### src/rtl/int_sequencer.sv
// Four-source interrupt sequencer: synchronizes and debounces active-low keys,
// latches press edges as pending flags and hands the winner to the fetch stage.
module int_sequencer #(
    parameter int NSRC      = 4,
    parameter int DB_CYCLES = 4
) (
    input  logic            Clk,
    input  logic            Reset,
    input  logic [NSRC-1:0] i_irq_n,
    input  logic [NSRC-1:0] i_mask,
    input  logic            i_ie,
    input  logic            i_stall,
    input  logic            i_eret,
    output logic            o_int,
    output logic [31:0]     o_cause,
    output logic [1:0]      o_id,
    output logic [NSRC-1:0] o_pending,
    output logic            o_busy,
    output logic [1:0]      o_state
);
    localparam logic [1:0] ST_IDLE    = 2'd0;
    localparam logic [1:0] ST_REQ     = 2'd1;
    localparam logic [1:0] ST_SERVICE = 2'd2;
    localparam int CW = $clog2(DB_CYCLES + 1);

    logic [NSRC-1:0] sync1_q, sync2_q;
    logic [NSRC-1:0] filt_q, filt_d, filt_prev_q;
    logic [CW-1:0]   cnt_q [NSRC];
    logic [CW-1:0]   cnt_d [NSRC];
    logic [NSRC-1:0] pending_q, pending_d;
    logic [NSRC-1:0] press, clr, elig, onehot_id;
    logic [1:0]      state_q, state_d;
    logic [1:0]      id_q, id_d, win_id;
    logic [31:0]     cause_q, cause_d;
    logic            int_req;

    // The filtered level flips only after DB_CYCLES back-to-back samples that disagree with it.
    always_comb begin
        filt_d = filt_q;
        cnt_d  = cnt_q;
        for (int s = 0; s < NSRC; s++) begin
            if (sync2_q[s] != filt_q[s]) begin
                if (cnt_q[s] == CW'(DB_CYCLES - 1)) begin
                    filt_d[s] = sync2_q[s];
                    cnt_d[s]  = '0;
                end else begin
                    cnt_d[s] = cnt_q[s] + 1'b1;
                end
            end else begin
                cnt_d[s] = '0;
            end
        end
    end

    assign press     = filt_prev_q & ~filt_q;
    assign elig      = pending_q & i_mask & {NSRC{i_ie}};
    assign onehot_id = NSRC'(1) << id_q;

    always_comb begin
        win_id = '0;
        for (int s = NSRC - 1; s >= 0; s--) begin
            if (elig[s]) win_id = 2'(s);
        end
    end

    // o_int is a one-cycle request that is its own acknowledge: it rises only in
    // the cycle fetch is not stalled, and that cycle commits EPC/Cause.
    always_comb begin
        state_d = state_q;
        id_d    = id_q;
        cause_d = cause_q;
        clr     = '0;
        int_req = 1'b0;
        case (state_q)
            ST_IDLE: begin
                if (|elig) begin
                    state_d = ST_REQ;
                    id_d    = win_id;
                end
            end
            ST_REQ: begin
                if (!i_ie || !i_mask[id_q]) begin
                    state_d = ST_IDLE;
                end else if (!i_stall) begin
                    int_req = 1'b1;
                    cause_d = {20'b0, onehot_id, 8'h00};
                    clr     = onehot_id;
                    state_d = ST_SERVICE;
                end
            end
            ST_SERVICE: begin
                if (i_eret) state_d = ST_IDLE;
            end
            default: state_d = ST_IDLE;
        endcase
        pending_d = (pending_q & ~clr) | press;
    end

    always_ff @(posedge Clk or negedge Reset) begin
        if (!Reset) begin
            sync1_q     <= '1;
            sync2_q     <= '1;
            filt_q      <= '1;
            filt_prev_q <= '1;
            for (int s = 0; s < NSRC; s++) cnt_q[s] <= '0;
            pending_q   <= '0;
            state_q     <= ST_IDLE;
            id_q        <= '0;
            cause_q     <= '0;
        end else begin
            sync1_q     <= i_irq_n;
            sync2_q     <= sync1_q;
            filt_q      <= filt_d;
            filt_prev_q <= filt_q;
            cnt_q       <= cnt_d;
            pending_q   <= pending_d;
            state_q     <= state_d;
            id_q        <= id_d;
            cause_q     <= cause_d;
        end
    end

    assign o_int     = int_req;
    assign o_cause   = cause_q;
    assign o_id      = id_q;
    assign o_pending = pending_q;
    assign o_busy    = (state_q == ST_SERVICE);
    assign o_state   = state_q;
endmodule

### config.mk
export PLATFORM = sky130hd
export DESIGN_NAME = int_sequencer
export DESIGN_NICKNAME = d
export VERILOG_FILES = /design/src/rtl/int_sequencer.sv
export SDC_FILE = /design/constraint.sdc
export NUM_CORES = 1
export LEC_CHECK = 0
export ABC_AREA = 1
export BUFFER_PORTS_ARGS = -buffer_cell sky130_fd_sc_hd__buf_4
export CORE_MARGIN = 2
export CORE_UTILIZATION = 54
export DETAILED_ROUTE_END_ITERATION = 8
export PLACE_DENSITY = 0.83
export SETUP_SLACK_MARGIN = 0.4
export SYNTH_ARGS = -nofsm -noshare
export SYNTH_HDL_FRONTEND = slang
export SYNTH_SLANG_ARGS = --single-unit
### constraint.sdc
create_clock -name Clk -period 2.16 [get_ports Clk]
set_input_delay 0.648 -clock Clk [delete_from_list [all_inputs] [get_ports Clk]]
set_output_delay 0.648 -clock Clk [all_outputs]
set_load 0.005 [all_outputs]
==> flow_metrics.tcl, run 1 <==
set metrics [dict create \
    synthesis.area_per_instance_sq_um 9.832 \
    gp_congestion 0.8279 \
    clk_latency_ps 340 \
    post_placement_worst_setup_slack_ps 223.7 \
    finalClockSkew_ps 7.773 \
    chip_height_microns 61.72 \
    mostFrequentLayoutCell "nand2_1" \
    report.final.slew_viol_count 0 \
    final-hold-violation-count 0 \
    drv_cap 0 \
    power.share.sequential_pct 46.1 \
    place.detailed.hpwl_microns 1875 \
    ios 55 \
    nets 240 \
    critical_path.cell_chain "inv_2 -> nand2_1 -> nand2_1 -> nand2_2 -> nand2_4 -> nand3_4 -> inv_2 -> buf_6" \
    root_buffer "clkbuf_4" \
    r2r_cells 10 \
    number_of_drc_markers_in_iteration_0 50 \
    period_share_pct 92.53 \
    worstSetupPathType "reg2out" \
    detail_route.drc_violations 0 \
    cellPowerDensity_mw_per_mm2 1204 \
    detailroute.wirelength.met2_microns 1522 \
    grtUsageTotal_pct 17.01 \
    power.switching_fraction_pct 31.82 \
    power_switching_mw 0.8078 \
    synthesis.instances 183 \
    grt_max_degree 41 \
    vias_in_the_first_global_route 1144 \
    hold_ws_ps 258.5 \
    die-area_sq_mm 0.003809 \
    htree_levels 2 \
    antenna_found_initial 0 \
    critPathMaxFanout 5 \
    synth.lib_cells_used.distinct 21 \
    route.met3.wl_microns 177 \
    clk_transition_reported_paths_ps 110 \
    ant_nets 0 \
    final_cell_mix "nand2_1, buf_4, conb_1" \
    detail_route.wl_per_cell_microns 10.88 \
    coreArea_sq_mm 0.003103 \
    final_critical_path_time_including_i_o_delays_and_setup_ps 1999 \
    antennaDiodeCount 0 \
    totalNegativeSetupSlack_ps 0 \
    setup.worst_path.end_class "primary output" \
    setup_ws_ps 161.4 \
    grt_setup_unrepaired "yes" \
    ys_warn_count 0 \
    run_status "complete, no violations" \
    timing.critical_path.slowest_cell_delay_ps 450 \
    postCtsHoldBufs 0 \
    worstPathBufferInverterCount 3 \
    crit_arrival_ps 1350 \
    route.vias.total 1185 \
    aggregate_global_routing_overflow 0 \
    synth_seq_area_share_pct 56.75 \
    wire_length_of_the_first_global_routing_pass_microns 4581 \
    cell_internal_pwr_mw 1.731 \
    tritoncts "built" \
    cts_num_sinks 40 \
    met1_length_microns 1180 \
    crit_family "flip-flops" \
    timing.critical_path.slowest_stage_cell "dfrtp_2" \
    type_of_the_tightest_min_delay_check "in2async" \
    avgViaCountPerCell 4.422 \
    placed_cell_area_sq_mm 0.001941 \
    die_width_microns 61.72 \
    clock_power_share_pct 21.1 \
    cts_buffers 5 \
    report.final.setup_viol 0 \
    max-vdd-ir-drop_v 0.0006607 \
    drive_gt1_share_pct 30.36 \
    cp.depth 8 \
    power.leakage_nw 1.106 \
    worst_ep_required_time_ps 1510 \
    cts-root-to-sink-buffers 2 \
    power.share.combinational_pct 32.7 \
    io_buffers 26 \
    ys_ff_latch 40 \
    setup.worst_path.start_class "flop" \
    syn-cell-area_sq_mm 0.001799 \
    fmax_achieved_mhz 500.3 \
    stdcell_area_sq_mm 0.002108 \
    firstDrtPassIters 4 \
    floorplan.initialDensity_pct 57.98 \
    drt-total-wl_microns 2916 \
    area_delta_synth_final_pct 17.18 \
    route.top_layer_used "met4" \
    row_count 20 \
]
[through the flow]
step | util, % | power (mW) | std cells
finish | 67.94 | 2.539 | 268
global route | 67.94 | 2.732 | 268
CTS | 67.10 | 2.507 | 266
detailed placement | 62.54 | 1.881 | 252
global placement | 62.54 | 1.856 | 252
floorplan | - | 1.652 | 210
[kinds of logic (layout without fill, tap and decap cells)]
| kind of cell | count (synthesis) | after routing | synth area share (%) |
|---|---|---|---|
| other | 1 | 28 | 0.2084 |
| adder cells (fa/ha/maj) | 4 | 4 | 2.782 |
| AO/OA/AOI/OAI | 9 | 9 | 2.643 |
| XOR/XNOR | 4 | 4 | 1.947 |
| AND/OR/NAND/NOR | 78 | 78 | 20.03 |
| buffers and inverters | 47 | 61 | 15.65 |
| flip-flops | 40 | 40 | 56.75 |
[state kept, by name, summed over array words and instances, names as in the netlist]
name	cells
cnt_q	12
filt_prev_q	4
filt_q	4
o_cause	4
o_id	2
o_pending	4
o_state	2
sync1_q	4
sync2_q	4
[synthesized netlist by cell type]
library cell | instances | share of area (%)
nand2_1 | 45 | 9.4
buf_4 | 28 | 12
dfrtp_1 | 24 | 33
inv_1 | 18 | 3.8
dfstp_2 | 16 | 23
nor2_1 | 13 | 2.7
a21oi_1 | 4 | 1.1
ha_1 | 4 | 2.8
nand4_1 | 4 | 1.4
nor3_1 | 4 | 1.1
nor3b_1 | 4 | 1.7
o21ai_0 | 4 | 1.1
xnor2_1 | 4 | 1.9
nand3_1 | 3 | 0.83
nand2_2 | 2 | 0.70
conb_1 | 1 | 0.21
inv_2 | 1 | 0.21
nand2_4 | 1 | 0.63
nand3_4 | 1 | 0.97
nor2_4 | 1 | 0.63
o31ai_1 | 1 | 0.42
[power by group through the flow]
stage / Sequential [mW] / Combinational, mW / Clock [mW]
3_5_place_dp: 1.20 / 0.682 / 0
5_1_grt: 1.21 / 0.946 / 0.579
4_1_cts: 1.17 / 0.787 / 0.550
3_3_place_gp: 1.19 / 0.662 / 0
2_1_floorplan: 1.17 / 0.481 / 0
6_report: 1.17 / 0.831 / 0.537
[layout make-up]
cell class,instances,area (sq um)
Clock buffer,7,65.06
Fill cell,225,994.7
Multi-Input combinational cell,123,600.6
Inverter,19,71.32
Tap cell,44,55.05
Clock inverter,1,30.03
Sequential cell,40,1023
Timing Repair Buffer,34,262.8
[layer usage]
metal | vias up | GRT usage [%]
met5 | - | 0
met4 | 0 | 9.726
met3 | 5 | 4.762
met2 | 50 | 29.32
met1 | 538 | 18.84
li1 | 592 | -
[path summary, 6_finish.rpt]
path                            start            to  slack (ps)
max                           o_id[0]         o_int         160
min                             Reset    o_state[0]         260
max reg2reg                   o_id[0]  o_pending[0]         750
min reg2reg                sync1_q[3]    sync2_q[3]         360
max in group asynchronous       Reset    sync2_q[3]        1530
min in group Clk           sync1_q[3]    sync2_q[3]         360
[timing repair]
item,in CTS,in global routing
setup endpoints to repair,1,2
endpoints found under the hold margin,0,0
pin swaps,1,3
setup buffers,6,2
resized for setup,1,5
(Power assumes the default switching activity.)
==> run 2, diff against run 1 <==
- RECOVER_POWER: unset -> 25
==> run 2 against run 1 <==
  * First-iteration DRC count decreased by 2.0%
  * Power decreased by 0.36%
  * Die area unchanged
  * Sequential share of layout area increased by 0.058 points
  * Fmax about the same
  * Non-clock buffer count unchanged
  * Sequential cell count unchanged
  * Hold slack improved by 100 ps
  * Via count unchanged
==> flow_metrics.tcl, run 2 (synthesis gave the netlist of run 1 again) <==
set metrics [dict create \
    run_status "complete, no violations" \
    crit-reg2reg-launch "o_id[0]" \
    coreArea_sq_mm 0.003103 \
    detail_route.wl_per_cell_microns 10.88 \
    setup.worst_path.end_class "primary output" \
    report.final.slew_viol_count 0 \
    ios 55 \
    tritoncts "built" \
    totalNegativeSetupSlack_ps 0 \
    hold_ws_ps 362.3 \
    cts_num_sinks 40 \
    die_width_microns 61.72 \
    floorplan.initialDensity_pct 57.98 \
    hold_path_end "sync2_q[3]" \
    place.detailed.hpwl_microns 1875 \
    stdcell_area_sq_mm 0.002106 \
    chip_height_microns 61.72 \
    final_critical_path_time_including_i_o_delays_and_setup_ps 2000 \
    cellPowerDensity_mw_per_mm2 1201 \
    firstDrtPassIters 4 \
    report.final.setup_viol 0 \
    period_share_pct 92.59 \
    worst_ep_required_time_ps 1510 \
    fmax_achieved_mhz 500.0 \
    biggest_register "cnt_q" \
    max_slew_margin_pct 36.16 \
    setup.worst_path.start_class "flop" \
    gp_congestion 0.8279 \
    antenna_found_initial 0 \
    timing.critical_path.slowest_cell_delay_ps 450 \
    cts_buffers 5 \
    root_buffer "clkbuf_4" \
    number_of_drc_markers_in_iteration_0 49 \
    area_delta_synth_final_pct 17.04 \
    route.vias.total 1185 \
    nets 240 \
    postCtsHoldBufs 0 \
    die-area_sq_mm 0.003809 \
    avgViaCountPerCell 4.422 \
    critPathMaxFanout 5 \
    vias_in_the_first_global_route 1144 \
    drt-total-wl_microns 2915 \
    finalClockSkew_ps 7.983 \
    grt_setup_unrepaired "yes" \
    r2r_cells 10 \
    finish.cell_count_without_fillers 268 \
    worstReg2RegEnd "o_pending[0]" \
    ant_nets 0 \
    io_buffers 26 \
    power.leakage_nw 1.103 \
    critical_path.cell_chain "inv_2 -> nand2_1 -> nand2_1 -> nand2_2 -> nand2_4 -> nand3_4 -> inv_2 -> buf_6" \
    type_of_the_tightest_min_delay_check "reg2reg" \
    final-hold-violation-count 0 \
    timing.critical_path.slowest_stage_cell "dfrtp_2" \
    post-place-cells 252 \
    crit_arrival_ps 1350 \
    cts-root-to-sink-buffers 2 \
    clk_latency_ps 340 \
    final_util_pct 67.86 \
    flip_flop_count_of_the_largest_register_after_layout 12 \
    max-vdd-ir-drop_v 0.0006540 \
    aggregate_global_routing_overflow 0 \
    wire_length_of_the_first_global_routing_pass_microns 4581 \
    final_cell_mix "nand2_1, conb_1, buf_4" \
    htree_levels 2 \
    rrSetupSlack_ps 750 \
    grtUsageTotal_pct 17.01 \
    min_delay_path_depth 0 \
    timing.hold.worst.start "sync1_q[3]" \
    placed_cell_area_sq_mm 0.001941 \
    grt_max_degree 41 \
    detail_route.drc_violations 0 \
    mostFrequentLayoutCell "nand2_1" \
    worstSetupPathType "reg2out" \
    row_count 20 \
    antennaDiodeCount 0 \
    drv_cap 0 \
    worstMarginPinSlew_ps 957.6 \
    drive_gt1_share_pct 29.02 \
    clk_transition_reported_paths_ps 110 \
]
-- run 2: cell types whose count changed in the layout (fill, tap and decap cells not counted), sizes merged --
cell | previous run | this run
clkbuf | 7 | 12
buf | 34 | 29
-- run 2: final cells by class --
cell class / count / area [sq um]
Clock buffer: 7 / 65.06
Timing Repair Buffer: 34 / 260.3
Fill cell: 226 / 997.2
Sequential cell: 40 / 1023
Multi-Input combinational cell: 123 / 600.6
Tap cell: 44 / 55.05
Clock inverter: 1 / 30.03
Inverter: 19 / 71.32
-- run 2: what timing repair did --
item | CTS | global route
pin swaps | 1 | 3
resized for setup | 1 | 5
setup buffers | 6 | 2
setup endpoints to repair | 1 | 2
-- run 2: worst max-delay path, delay by kind of cell, from the launching register on --
family	cells	cell delay [ps]
DFF	1	450
and+or+nand+nor	5	350
buffers and inverters	3	220
-- run 2: worst max-delay path by stage --
stage                    from    end  depth (start not counted)
floorplan           i_mask[3]  o_int                          6
global placement    i_mask[3]  o_int                          8
detailed placement       i_ie  o_int                          6
CTS                   o_id[0]  o_int                          8
global route          o_id[0]  o_int                          8
finish                o_id[0]  o_int                          8
-- run 2: power breakdown --
| part | leakage, nW | switching, mW | internal (mW) |
|---|---|---|---|
| Sequential | 0.462 | 0.145 | 1.02 |
| Clock | 0.0515 | 0.230 | 0.307 |
| Combinational | 0.589 | 0.434 | 0.396 |
| Total | 1.10 | 0.809 | 1.72 |
-- run 2: metrics by stage --
| step | setup WS [ps] | power, mW |
|---|---|---|
| 3_3_place_gp | 230.4 | 1.856 |
| 4_1_cts | 183.4 | 2.507 |
| 5_1_grt | 79.44 | 2.722 |
| 3_5_place_dp | 223.7 | 1.881 |
| 6_report | 160.1 | 2.530 |
| 2_1_floorplan | 444.1 | 1.652 |
-- run 2: layer usage --
metal | track usage [%] | wire length, microns
met5 | 0 | 0
met4 | 9.726 | 42
met3 | 4.762 | 166
met2 | 29.32 | 1514
met1 | 18.84 | 1191
==> run 3, diff against run 2 <==
- ABC_AREA: 1 -> 0
- PLACE_DENSITY: 0.83 -> 0.84
==> run 3 against run 2 <==
  * Clock skew increased by 3.4 ps
  * Sequential share of layout area increased by 3.2 points
  * First-iteration DRC count decreased by 14%
  * Hold slack got worse by 1.7 ps
  * Clock power decreased by 35%
  * Global-route usage increased by 0.17 points
  * Via count decreased by 7.0%
  * Sequential power about the same
  * Routed wire length decreased by 2.1%
  * Synthesized cell count decreased by 19%
  * Combinational power decreased by 30%
==> flow_metrics.tcl, run 3 <==
set metrics [dict create \
    report.final.slew_viol_count 0 \
    cellPowerDensity_mw_per_mm2 1045 \
    finish.cell_count_without_fillers 230 \
    synth_top_area_share_pct 34.58 \
    worst_ep_required_time_ps 1510 \
    row_count 20 \
    grt_setup_unrepaired "yes" \
    tritoncts "built" \
    max-vdd-ir-drop_v 0.0006152 \
    chip_height_microns 60.71 \
    post-place-cells 219 \
    grtUsageTotal_pct 17.18 \
    drt-total-wl_microns 2855 \
    setup.worst_path.end_class "primary output" \
    coreArea_sq_mm 0.003053 \
    wire_length_of_the_first_global_routing_pass_microns 4402 \
    ios 55 \
    synth_area_leaders "dfrtp_1, dfstp_2, buf_4" \
    type_of_the_tightest_min_delay_check "reg2reg" \
    period_share_pct 98.54 \
    setup.worst_path.start_class "input port" \
    worstMarginPinSlew_ps 929.8 \
    cts_num_sinks 40 \
    cts_buffers 5 \
    synth-main-ff-cell "dfrtp_1" \
    clk_transition_reported_paths_ps 100 \
    yosys-top-cells-count "buf_4, dfrtp_1, nand2_1" \
    report.final.setup_viol 0 \
    ys_warn_count 0 \
    place.detailed.hpwl_microns 2133 \
    nets 202 \
    syn-cell-area_sq_mm 0.001737 \
    clk_latency_ps 340 \
    htree_levels 2 \
    synthesis.instances 149 \
    number_of_drc_markers_in_iteration_0 42 \
    area_delta_synth_final_pct 13.83 \
    gp_congestion 0.8480 \
    detail_route.drc_violations 0 \
    die-area_sq_mm 0.003686 \
    flip_flop_count_of_the_largest_register_after_layout 12 \
    ant_nets 0 \
    final-hold-violation-count 0 \
    totalNegativeSetupSlack_ps 0 \
    max_slew_margin_pct 38.01 \
    ys_ff_latch 40 \
    power.leakage_nw 0.9826 \
    route.vias.total 1102 \
    final_util_pct 64.75 \
    post_placement_worst_setup_slack_ps 1.510 \
    crit_arrival_ps 1480 \
    yosys.cell_count.top_type "buf_4" \
    floorplan.initialDensity_pct 56.89 \
    drive_gt1_share_pct 32.26 \
    cts-root-to-sink-buffers 2 \
    avgViaCountPerCell 4.791 \
    io_buffers 26 \
    detail_route.wl_per_cell_microns 12.41 \
    synth_seq_area_share_pct 58.79 \
    final_cell_mix "conb_1, dfrtp_1, buf_4" \
    fmax_achieved_mhz 469.8 \
    multi_input_area_sq_um 591.8 \
    vias_in_the_first_global_route 1046 \
    antennaDiodeCount 0 \
    mostFrequentLayoutCell "conb_1" \
    antenna_found_initial 0 \
    synth_edf_count 0 \
    finalClockSkew_ps 11.39 \
    drv_cap 0 \
    run_status "complete, no violations" \
    grt_max_degree 41 \
    synthesis.area_per_instance_sq_um 11.66 \
    worstSetupPathType "in2out" \
    setup_ws_ps 31.53 \
    aggregate_global_routing_overflow 0 \
    firstDrtPassIters 4 \
    number_of_fill_cells 250 \
    synth.largest_area_cell "dfrtp_1" \
    final_critical_path_time_including_i_o_delays_and_setup_ps 2128 \
    critPathMaxFanout 3 \
    biggest_register "cnt_q" \
    sequential_cell_area_sq_mm 0.001023 \
    die_width_microns 60.71 \
    root_buffer "clkbuf_4" \
    synth.lib_cells_used.distinct 25 \
    p_total_mw 2.067 \
    async_flop_share_pct 100.0 \
]
==> run 3: cell count changes after synthesis, sizes merged, moves of 3 or more <==
cell	delta
inv	-13
nand4	-3
nor2b	+6
nor2	-11
a22o	+3
nand2	-27
==> run 3: through the flow <==
stage / hold WS, ps / instance area, sq um
floorplan: 345.2 / 1838
global placement: 345.9 / 1886
detailed placement: 346.8 / 1886
CTS: 256.7 / 1961
global route: 364.8 / 1977
finish: 360.6 / 1977
==> run 3: critical path, cell delays in order <==
cell,delay (ps)
buf_4,120
mux4_2,480
nand2_2,90
inv_2,30
buf_6,100
==> run 3: worst paths after layout <==
kind | startpoint | end | slack, ps | cells past startpoint
min in group asynchronous | Reset | o_cause[11] | 430 | 1
max in group asynchronous | Reset | o_id[0] | 1090 | 1
min | sync1_q[2] | sync2_q[2] | 360 | 0
max | i_mask[2] | o_int | 30 | 5
max reg2reg | o_state[1] | o_id[0] | 770 | 4
min reg2reg | sync1_q[2] | sync2_q[2] | 360 | 0
==> run 3: per-layer routing <==
metal | global-route usage (%) | routed length (microns) | up-vias
met5 | 0 | 0 | -
met4 | 8.385 | 52 | 0
met3 | 7.463 | 266 | 5
met2 | 28.42 | 1410 | 52
met1 | 19.00 | 1126 | 535
li1 | - | - | 510
==> run 3: where the power goes <==
part | leakage [nW] | switching, mW | total, mW | internal (mW)
Combinational | 0.490 | 0.264 | 0.577 | 0.312
Clock | 0.0293 | 0.220 | 0.347 | 0.127
Sequential | 0.463 | 0.141 | 1.14 | 1.00
==> run 3: area by class of cell <==
type / instances / area share (%)
Timing Repair Buffer: 30 / 11.84
Clock buffer: 7 / 2.278
Multi-Input combinational cell: 102 / 29.94
Inverter: 6 / 1.139
Clock inverter: 1 / 0.2532
Tap cell: 44 / 2.785
Sequential cell: 40 / 51.77
==> run 3: cells by family (layout without fill, tap and decap cells) <==
| logic type | after synthesis | after routing | synth area share [%] |
|---|---|---|---|
| compound gates | 13 | 13 | 4.827 |
| xor+xnor | 4 | 4 | 2.017 |
| fa+ha+maj | 4 | 4 | 2.882 |
| buf+inv | 34 | 44 | 13.40 |
| flops | 40 | 40 | 58.79 |
| mux | 3 | 3 | 2.593 |
| other cells | 1 | 28 | 0.2159 |
| simple gates | 50 | 50 | 15.27 |
==> run 3: what timing repair did <==
action | in CTS | in global routing
pin swaps | 1 | 1
setup endpoints to repair | 2 | 2
setup buffers | 2 | 1
gates cloned | 0 | 0
hold buffers | 0 | 0
resized for setup | 4 | 3
